===== src/rtl/mips_pkg.sv =====
// Shared MIPS decode definitions: opcode/funct codes, ALU operation encodings
// and the decoded-control bundle passed from id_decode to the issue stage.
package mips_pkg;

   localparam logic [5:0] OP_RTYPE = 6'h00;
   localparam logic [5:0] OP_ADDI  = 6'h08;
   localparam logic [5:0] OP_LW    = 6'h23;
   localparam logic [5:0] OP_SW    = 6'h2B;
   localparam logic [5:0] OP_BEQ   = 6'h04;

   localparam logic [5:0] FN_ADD   = 6'h20;
   localparam logic [5:0] FN_SUB   = 6'h22;
   localparam logic [5:0] FN_NAND  = 6'h2C;
   localparam logic [5:0] FN_NOR   = 6'h27;

   typedef enum logic [1:0] {
      ALUOP_ADD  = 2'b00,
      ALUOP_SUB  = 2'b01,
      ALUOP_NAND = 2'b10,
      ALUOP_NOR  = 2'b11
   } aluop_e;

   typedef struct packed {
      aluop_e     aluop;
      logic       use_imm;
      logic       regwrite;
      logic       memread;
      logic       memwrite;
      logic       branch;
      logic [4:0] rd;
   } ctrl_t;

endpackage


===== src/rtl/id_decode.sv =====
// Combinational instruction decoder: instruction word -> control bundle,
// illegal flag and which register fields the instruction actually reads.
module id_decode
   import mips_pkg::*;
(
   input  logic [31:0] instr_i,
   output ctrl_t       ctrl_o,
   output logic        illegal_o,
   output logic        use_rs_o,
   output logic        use_rt_o
);

   logic [5:0] opcode;
   logic [5:0] funct;
   logic       decode_unused;

   assign opcode        = instr_i[31:26];
   assign funct         = instr_i[5:0];
   assign decode_unused = ^{instr_i[25:21], instr_i[10:6]};

   // NOTE: every output gets a default before the case so no latch is inferred.
   always_comb begin
      ctrl_o    = '0;
      illegal_o = 1'b0;
      use_rs_o  = 1'b0;
      use_rt_o  = 1'b0;
      case (opcode)
         OP_RTYPE: begin
            use_rs_o        = 1'b1;
            use_rt_o        = 1'b1;
            ctrl_o.regwrite = 1'b1;
            ctrl_o.rd       = instr_i[15:11];
            case (funct)
               FN_ADD:  ctrl_o.aluop = ALUOP_ADD;
               FN_SUB:  ctrl_o.aluop = ALUOP_SUB;
               FN_NAND: ctrl_o.aluop = ALUOP_NAND;
               FN_NOR:  ctrl_o.aluop = ALUOP_NOR;
               default: illegal_o    = 1'b1;
            endcase
         end
         OP_ADDI: begin
            use_rs_o        = 1'b1;
            ctrl_o.use_imm  = 1'b1;
            ctrl_o.regwrite = 1'b1;
            ctrl_o.rd       = instr_i[20:16];
         end
         OP_LW: begin
            use_rs_o        = 1'b1;
            ctrl_o.use_imm  = 1'b1;
            ctrl_o.regwrite = 1'b1;
            ctrl_o.memread  = 1'b1;
            ctrl_o.rd       = instr_i[20:16];
         end
         OP_SW: begin
            use_rs_o        = 1'b1;
            use_rt_o        = 1'b1;
            ctrl_o.use_imm  = 1'b1;
            ctrl_o.memwrite = 1'b1;
         end
         OP_BEQ: begin
            use_rs_o      = 1'b1;
            use_rt_o      = 1'b1;
            ctrl_o.aluop  = ALUOP_SUB;
            ctrl_o.branch = 1'b1;
         end
         default: illegal_o = 1'b1;
      endcase
      // An undefined instruction becomes a bubble, so it must not stall on a load either.
      if (illegal_o) begin
         ctrl_o   = '0;
         use_rs_o = 1'b0;
         use_rt_o = 1'b0;
      end
   end

endmodule


===== src/rtl/id_ex_issue.sv =====
// Decode/issue stage with load-use hazard detection and the ID/EX register.
// Optional WB->ID operand bypass is enabled by defining ID_WB_BYPASS_EN.
module id_ex_issue
   import mips_pkg::*;
#(
   parameter int XLEN    = 32,
   parameter int RADDR_W = 5
) (
   input  logic               clk,
   input  logic               rst,
   input  logic               if_valid,
   output logic               if_ready,
   input  logic [31:0]        if_instr,
   input  logic [XLEN-1:0]    if_pc,
   output logic [RADDR_W-1:0] rs_addr,
   output logic [RADDR_W-1:0] rt_addr,
   input  logic [XLEN-1:0]    rs_data,
   input  logic [XLEN-1:0]    rt_data,
   input  logic               wb_we,
   input  logic [RADDR_W-1:0] wb_addr,
   input  logic [XLEN-1:0]    wb_data,
   input  logic               ex_stall,
   input  logic               flush,
   output logic               ex_valid,
   output logic [1:0]         ex_aluop,
   output logic [XLEN-1:0]    ex_a,
   output logic [XLEN-1:0]    ex_b,
   output logic [XLEN-1:0]    ex_st_data,
   output logic [RADDR_W-1:0] ex_rd,
   output logic               ex_regwrite,
   output logic               ex_memread,
   output logic               ex_memwrite,
   output logic               ex_branch,
   output logic [XLEN-1:0]    ex_pc,
   output logic               illegal
);

   typedef struct packed {
      logic               valid;
      aluop_e             aluop;
      logic [XLEN-1:0]    a;
      logic [XLEN-1:0]    b;
      logic [XLEN-1:0]    st_data;
      logic [RADDR_W-1:0] rd;
      logic               regwrite;
      logic               memread;
      logic               memwrite;
      logic               branch;
      logic [XLEN-1:0]    pc;
   } idex_t;

   idex_t           idex_q, idex_d;
   logic            illegal_q, illegal_d;
   ctrl_t           dec_ctrl;
   logic            dec_illegal, use_rs, use_rt;
   logic            byp_rs, byp_rt;
   logic [XLEN-1:0] rs_val, rt_val, imm_ext;
   logic            hazard, accept;

   id_decode u_decode (
      .instr_i   (if_instr),
      .ctrl_o    (dec_ctrl),
      .illegal_o (dec_illegal),
      .use_rs_o  (use_rs),
      .use_rt_o  (use_rt)
   );

   assign rs_addr = if_instr[25:21];
   assign rt_addr = if_instr[20:16];
   assign imm_ext = {{(XLEN-16){if_instr[15]}}, if_instr[15:0]};

`ifdef ID_WB_BYPASS_EN
   assign byp_rs = wb_we && (wb_addr == rs_addr) && (wb_addr != '0);
   assign byp_rt = wb_we && (wb_addr == rt_addr) && (wb_addr != '0);
`else
   logic wb_unused;
   assign wb_unused = ^{wb_we, wb_addr, wb_data};
   assign byp_rs    = 1'b0;
   assign byp_rt    = 1'b0;
`endif

   assign rs_val = (rs_addr == '0) ? '0 : (byp_rs ? wb_data : rs_data);
   assign rt_val = (rt_addr == '0) ? '0 : (byp_rt ? wb_data : rt_data);

   assign hazard = idex_q.valid && idex_q.memread && (idex_q.rd != '0) &&
                   ((use_rs && (rs_addr == idex_q.rd)) ||
                    (use_rt && (rt_addr == idex_q.rd)));

   // flush acknowledges the offered instruction so fetch can discard it.
   assign if_ready = !rst && (flush || (!ex_stall && !hazard));
   assign accept   = if_valid && if_ready;

   always_comb begin
      idex_d    = idex_q;
      illegal_d = 1'b0;
      if (flush) begin
         idex_d = '0;
      end else if (!ex_stall) begin
         if (accept && !dec_illegal) begin
            idex_d.valid    = 1'b1;
            idex_d.aluop    = dec_ctrl.aluop;
            idex_d.a        = rs_val;
            idex_d.b        = dec_ctrl.use_imm ? imm_ext : rt_val;
            idex_d.st_data  = rt_val;
            idex_d.rd       = dec_ctrl.rd;
            idex_d.regwrite = dec_ctrl.regwrite;
            idex_d.memread  = dec_ctrl.memread;
            idex_d.memwrite = dec_ctrl.memwrite;
            idex_d.branch   = dec_ctrl.branch;
            idex_d.pc       = if_pc;
         end else begin
            idex_d    = '0;
            illegal_d = accept && dec_illegal;
         end
      end
   end

   // NOTE: sequential state uses non-blocking assignments only.
   always_ff @(posedge clk or posedge rst) begin
      if (rst) begin
         idex_q    <= '0;
         illegal_q <= 1'b0;
      end else begin
         idex_q    <= idex_d;
         illegal_q <= illegal_d;
      end
   end

   assign ex_valid    = idex_q.valid;
   assign ex_aluop    = idex_q.aluop;
   assign ex_a        = idex_q.a;
   assign ex_b        = idex_q.b;
   assign ex_st_data  = idex_q.st_data;
   assign ex_rd       = idex_q.rd;
   assign ex_regwrite = idex_q.regwrite;
   assign ex_memread  = idex_q.memread;
   assign ex_memwrite = idex_q.memwrite;
   assign ex_branch   = idex_q.branch;
   assign ex_pc       = idex_q.pc;
   assign illegal     = illegal_q;

endmodule


===== config.mk =====
export PLATFORM = sky130hd
export DESIGN_NAME = id_ex_issue
export DESIGN_NICKNAME = d
export VERILOG_FILES = /design/src/rtl/mips_pkg.sv /design/src/rtl/id_decode.sv /design/src/rtl/id_ex_issue.sv
export SDC_FILE = /design/constraint.sdc
export NUM_CORES = 1
export LEC_CHECK = 0
export BUFFER_PORTS_ARGS = -buffer_cell sky130_fd_sc_hd__buf_2
export CAP_MARGIN = 10
export CELL_PAD_IN_SITES_DETAIL_PLACEMENT = 1
export CELL_PAD_IN_SITES_GLOBAL_PLACEMENT = 2
export CORE_ASPECT_RATIO = 1.2
export CORE_MARGIN = 2
export CORE_UTILIZATION = 28
export CTS_CLUSTER_SIZE = 16
export DETAILED_ROUTE_END_ITERATION = 10
export MAX_ROUTING_LAYER = met4
export PLACE_DENSITY = 0.9
export SLEW_MARGIN = 30
export SYNTH_ARGS = -nofsm -noshare
export SYNTH_HDL_FRONTEND = slang
export SYNTH_SLANG_ARGS = --single-unit

===== constraint.sdc =====
create_clock -name clk -period 8.1 [get_ports clk]
set_input_delay 0.405 -clock clk [delete_from_list [all_inputs] [get_ports clk]]
set_output_delay 0.405 -clock clk [all_outputs]
set_load 0.05 [all_outputs]

==> results of run 1 <==
## logic make-up (layout without fill, tap and decap cells)
family | after synthesis | in the layout | synth area share, %
compound gates | 189 | 189 | 23.1
xor+xnor | 11 | 11 | 1.61
buf+inv | 59 | 326 | 5.41
flops | 141 | 141 | 58.9
other cells | 0 | 2 | 0
simple gates | 145 | 145 | 11.0
## critical path, stage by stage (launching register included)
cell and delay [ns]:
dfrtp_1 0.47, or4_1 0.55, o2111ai_1 0.26, or4_4 0.21
nand2_1 0.05, a211oi_1 0.21, buf_2 0.31
## metal layers
metal	up-vias	GRT usage, %
li1	2516	-
met1	2779	22.5
met2	179	31.5
met3	26	3.77
met4	0	6.89
met5	-	-
## area by class of cell
type                    count  area [um^2]
well taps                 270          338
clock buffers              17          425
flip-flops and latches    141         3530
fillers                  2430        12800
multi-input cells         345         2160
clock inverters            14          180
repair buffers            292         1510
diodes                      2         5.00
inverters                   3         16.3
## sequential cells by signal, indices dropped and copies added (netlist names), 2 cells and up
name,count
ex_b,32
ex_aluop,2
ex_pc,32
ex_a,32
ex_st_data,32
ex_rd,5
## cells in the mapped netlist (2+ instances only)
library cell	instances	area, um^2
nor4b_1	3	26.3
dfrtp_1	141	3530
a21oi_1	9	45.0
o21ai_0	64	320
buf_6	8	90.1
buf_2	4	20.0
nand2_1	106	398
clkbuf_1	33	124
xnor2_1	8	70.1
or4_4	2	22.5
buf_4	10	75.1
nor3_1	3	15.0
and2_1	3	18.8
nor2_1	5	18.8
xor2_1	3	26.3
nand3_1	6	30.0
inv_1	3	11.3
o211ai_1	2	15.0
nand2b_1	2	12.5
and3_1	6	37.5
a32o_1	38	380
a31oi_1	18	113
a222oi_1	4	40.0
a22o_1	45	394
## per-stage QoR
| stage | hold slack (ns) | power [uW] | setup WS, ns | area, um^2 | utilization (%) |
|---|---|---|---|---|---|
| after floorplan | 0.541 | 788 | 3.91 | 5990 | - |
| after global placement | 0.456 | 844 | 5.03 | 7510 | 35.8 |
| final | 0.117 | 1650 | 5.23 | 8160 | 38.9 |
| after global routing | 0.158 | 1720 | 4.96 | 8160 | 38.9 |
| after detailed placement | 0.464 | 847 | 4.91 | 7520 | 35.8 |
| after CTS | 0.138 | 1680 | 5.18 | 8120 | 38.7 |
## report_power, final
group          internal, uW  switching (uW)
combinational          42.3            83.2
clock                   490             328
sequential              706            1.16
## path summary, 6_finish.rpt
| path | from | end | slack [ns] |
|---|---|---|---|
| max | ex_rd[1]$_DFFE_PP0P_ | if_ready | 5.23 |
| max in group asynchronous | rst | ex_st_data[1]$_DFFE_PP0P_ | 6.87 |
| max reg2reg | ex_rd[1]$_DFFE_PP0P_ | ex_aluop[1]$_DFFE_PP0P_ | 5.25 |
| min | rst | ex_valid$_DFFE_PP0P_ | 0.12 |
| min reg2reg | ex_b[17]$_DFFE_PP0P_ | ex_b[17]$_DFFE_PP0P_ | 0.47 |
| min in group clk | if_pc[8] | ex_pc[8]$_DFFE_PP0P_ | 0.21 |
## placed cells by master (no fill, tap or decap), drive strengths merged, types with 2 or more instances in the layout
cell,n
diode,2
nand3,6
dfrtp,141
or4,3
clkbuf,17
a31oi,18
nand2b,2
nor4b,3
xor2,3
o211ai,2
xnor2,8
and2,3
and3,6
a32o,38
nor3,3
inv,9
a21oi,9
nand2,106
a222oi,4
clkinvlp,2
bufinv,3
o21ai,64
buf,292
clkinv,3
a22o,45
nor2,5
==> flow_summary.ini, run 1 <==
[floorplan]
die_w_um = 138
fp.dieH_um = 164
ios = 323
die-area_um2 = 22600
core_um2 = 21000
num_rows = 58
initial_core_util_pct = 28.6

[synth]
ys_async_sr_fraction_pct = 100
syn_inst = 545
ys_seq_area_share_pct = 58.9
synth_nets = 716
synth_edf_count = 0
synth_ff_type = dfrtp_1
synth.cell_area_um2 = 5990
yosys_warnings = 0
synth_area_per_cell_um2 = 11.0
synth_cell_types = 43
synth-seq-cells = 141

[clocking]
h-tree-depth = 4
postCtsSetupBuffers = 0
cts_tree = yes
cts_inserted_buffers = 17
path_clk_slew_ns = 0.06
cts_resized = 0
clock_latency_ns = 0.41
hold_buffers = 0
clock_sinks = 141
root_buffer = clkbuf_16
clk_path_buf_depth = 2

[grt]
grt.overflow.total = 0
antenna_found_initial = 2
grt_use_total_pct = 18.9
grt_max_degree = 89
grt_pass1_vias = 5692
grt_pass1_wl_mm = 31.5

[detailed_routing]
totalWireLength_mm = 20.6
wl_met2_mm = 10.7
wl_per_cell_um = 19.0
topRoutingLayerUsed = met4
vias = 5500
drcViolationCount = 0
dr_wl_met3_mm = 1.02
first_iter_violations = 322
wl_met1_mm = 8.49
vias_per_cell = 5.07
ant_nets = 0
first_pass_iters = 4

[power_and_ir_drop]
power.density_nw_per_um2 = 202
p_leak_uw = 0.00435
vdd_drop_max_mv = 0.123

[layout]
nets = 971
drive_above_1_share_pct = 41.5
final_cells = 1084
synthToLayoutAreaGrowth_pct = 36.2

[timing]
finalCritPeriodShare_pct = 35.5
fmax_ghz = 0.348
finalHoldViolations = 0
min_period_ns = 2.87
relSlewSlack_pct = 35.8
maxSlewViolCount = 0
finalSetupTns_ns = 0
rsz0062_at_grt = false
worst_pin_slew_ns = 0.963
setup_violations = 0
finClkSkew_ns = 0.0130

[critical_path]
ff2ff_path_depth = 6
crit_arrival_ns = 2.47
end_kind = primary output
path_max_fanout = 6
cp_data_required_time_ns = 7.70
critPathLaunchType = flop
critPathKind = reg -> out

[placed_design]
place_inst = 1050
portBuffers = 284
gp_congestion = 0.817
dp_hpwl_mm = 14.3

[status]
outcome = finished clean

[worst_hold_path]
hold_class = in -> async

[job]
cap_violations = 0
Note: power is estimated with default switching activity, not from simulation.
==> inputs of run 2 (changes only) <==
ABC_AREA = 1   (was not set)
CORE_UTILIZATION = 22   (was 28)
PLACE_DENSITY = 0.81   (was 0.9)
clock period = 2.37 ns   (was 8.1 ns; I/O delays follow)
==> flow_summary.ini, run 2 <==
[synth]
synth_nets = 1100
synth_top_cell_by_area = dfrtp_1
yosys-top-cells-count = nand2_1 (382), nand3_1 (146), dfrtp_1 (141)
synth_cell_types = 28
synth-seq-cells = 141
synth_top_family_by_area = simple AND/OR/NAND/NOR gates
yosys_warnings = 0
synth-simple-area-share_pct = 33.7
synth_area_per_cell_um2 = 7.49
syn_inst = 929
synthMuxAreaShare_pct = 0
synth.cell_area_um2 = 6960
synth_ff_type = dfrtp_1
synth_most_common_cell = nand2_1
synth_top_cell_area_share_pct = 50.7
synth-xor-area-share_pct = 1.26
synthAdderAreaFrac_pct = 0
synthTopCellsByArea = dfrtp_1 (51%), nand2_1 (21%), nand3_1 (11%)
ys_seq_area_share_pct = 50.7
synth_edf_count = 0
ys_async_sr_fraction_pct = 100
synth_compound_area_share_pct = 3.24

[floorplan]
die_w_um = 166
initial_core_util_pct = 22.2
core_um2 = 31300
num_rows = 71
die-area_um2 = 33100
fp.dieH_um = 199
ios = 323

[clocking]
clk_path_buf_depth = 2
cts_inserted_buffers = 17
path_clk_slew_ns = 0.06
cts_tree = yes
postCtsSetupBuffers = 0
clock_latency_ns = 0.44
h-tree-depth = 4
root_buffer = clkbuf_16
clock_sinks = 141

[detailed_routing]
totalWireLength_mm = 26.9
first_iter_violations = 400
vias = 7238
vias_per_cell = 4.33
drcViolationCount = 0
ant_nets = 0
wl_per_cell_um = 16.1
first_pass_iters = 6

[power_and_ir_drop]
power_uw = 5500
vdd_drop_max_mv = 0.360
p_leak_uw = 0.00617
power.density_nw_per_um2 = 551

[timing]
relSlewSlack_pct = 47.4
finalSetupTns_ns = 0
finClkSkew_ns = 0.0111
fmax_ghz = 0.492
maxSlewViolCount = 0
worst_pin_slew_ns = 0.789
rsz0062_at_grt = false
min_period_ns = 2.03
finalCritPeriodShare_pct = 85.8
setup_ws_ns = 0.337
setup_violations = 0
finalHoldViolations = 0

[worst_hold_path]
hold_class = in -> reg
whs_path_depth = 5

[grt]
grt_max_degree = 142
grt.overflow.total = 0
grt_pass1_vias = 7582
grt_use_total_pct = 16.7
grt_pass1_wl_mm = 41.9
antenna_found_initial = 4

[status]
outcome = finished clean

[placed_design]
gp_congestion = 0.730
dp_hpwl_mm = 17.8
dpl_worst_slack_ns = 0.216
place_inst = 1562
portBuffers = 284

[layout]
final_cell_mix = nand2_1 (381), buf_2 (284), nand3_1 (146), dfrtp_1 (141), inv_1 (100)
nets = 1423
synthToLayoutAreaGrowth_pct = 43.6
drive_above_1_share_pct = 26.6
final_common_cell = nand2_1
final_cells = 1671

[critical_path]
critPathLaunchType = flop
critPathKind = reg -> out
cp_data_required_time_ns = 2.25
path_max_fanout = 5
crit_arrival_ns = 1.91
end_kind = primary output
ff2ff_path_depth = 11

[job]
cap_violations = 0
==> run 2: kinds of logic after synthesis <==
| kind of cell | after synthesis |
|---|---|
| AO/OA/AOI/OAI | 42 |
| buffers and inverters | 171 |
| XOR/XNOR | 10 |
| AND/OR/NAND/NOR | 565 |
| flip-flops | 141 |
==> run 2: area by class of cell <==
class	instances	area (um^2)
fillers	3869	21300
flip-flops and latches	141	3530
multi-input cells	617	2670
repair buffers	371	2370
well taps	401	502
clock buffers	23	468
inverters	104	397
clock inverters	7	42.5
diodes	7	17.5
==> run 2: worst max-delay path, cell delays in order, from the launching register on <==
cell and delay [ns]:
dfrtp_1 0.45, xor2_1 0.19, nor2_1 0.05, nand3_1 0.08, o21ai_1 0.10, a21boi_0 0.27, buf_2 0.33
==> run 2: worst paths after layout <==
path                                       startpoint                    endpoint  slack, ns
setup / recovery                 ex_rd[2]$_DFFE_PP0P_                    if_ready       0.34
hold / removal                            rs_data[12]        ex_a[12]$_DFFE_PP0P_       0.02
setup reg to reg                 ex_rd[2]$_DFFE_PP0P_         ex_a[1]$_DFFE_PP0P_       0.44
max in group asynchronous                         rst  ex_st_data[17]$_DFFE_PP0P_       1.58
min in group asynchronous                         rst        ex_rd[4]$_DFFE_PP0P_       0.38
hold reg to reg            ex_st_data[18]$_DFFE_PP0P_  ex_st_data[18]$_DFFE_PP0P_       0.47
==> run 2: timing repair <==
item,CTS,global route
endpoints found under the hold margin,211,0
hold buffers,72,0
setup endpoints to repair,0,0
gates resized for setup,0,0
==> run 2: stage by stage <==
stage / hold WS (ns) / area [um^2] / util [%]
global route: 0.0321 / 9980 / 31.9
finish: 0.0161 / 9990 / 31.9
CTS: 0.00335 / 9970 / 31.9
floorplan: 0.259 / 6960 / -
global placement: 0.303 / 8740 / 28.0
detailed placement: 0.307 / 8740 / 28.0
==> run 2: where the power goes <==
part / switching [uW] / internal [uW]
Combinational: 411 / 247
Sequential: 5.61 / 2420
Clock: 1050 / 1370
Total: 1470 / 4040
==> run 2: metal layers <==
metal  vias up  GRT usage, %  part of all wire, %
met3        42          3.32                  4.3
met1      3501          19.9                   43
met5         -             -                    0
li1       3506             -                    -
met4         0          7.31                  3.3
met2       189          27.6                   49
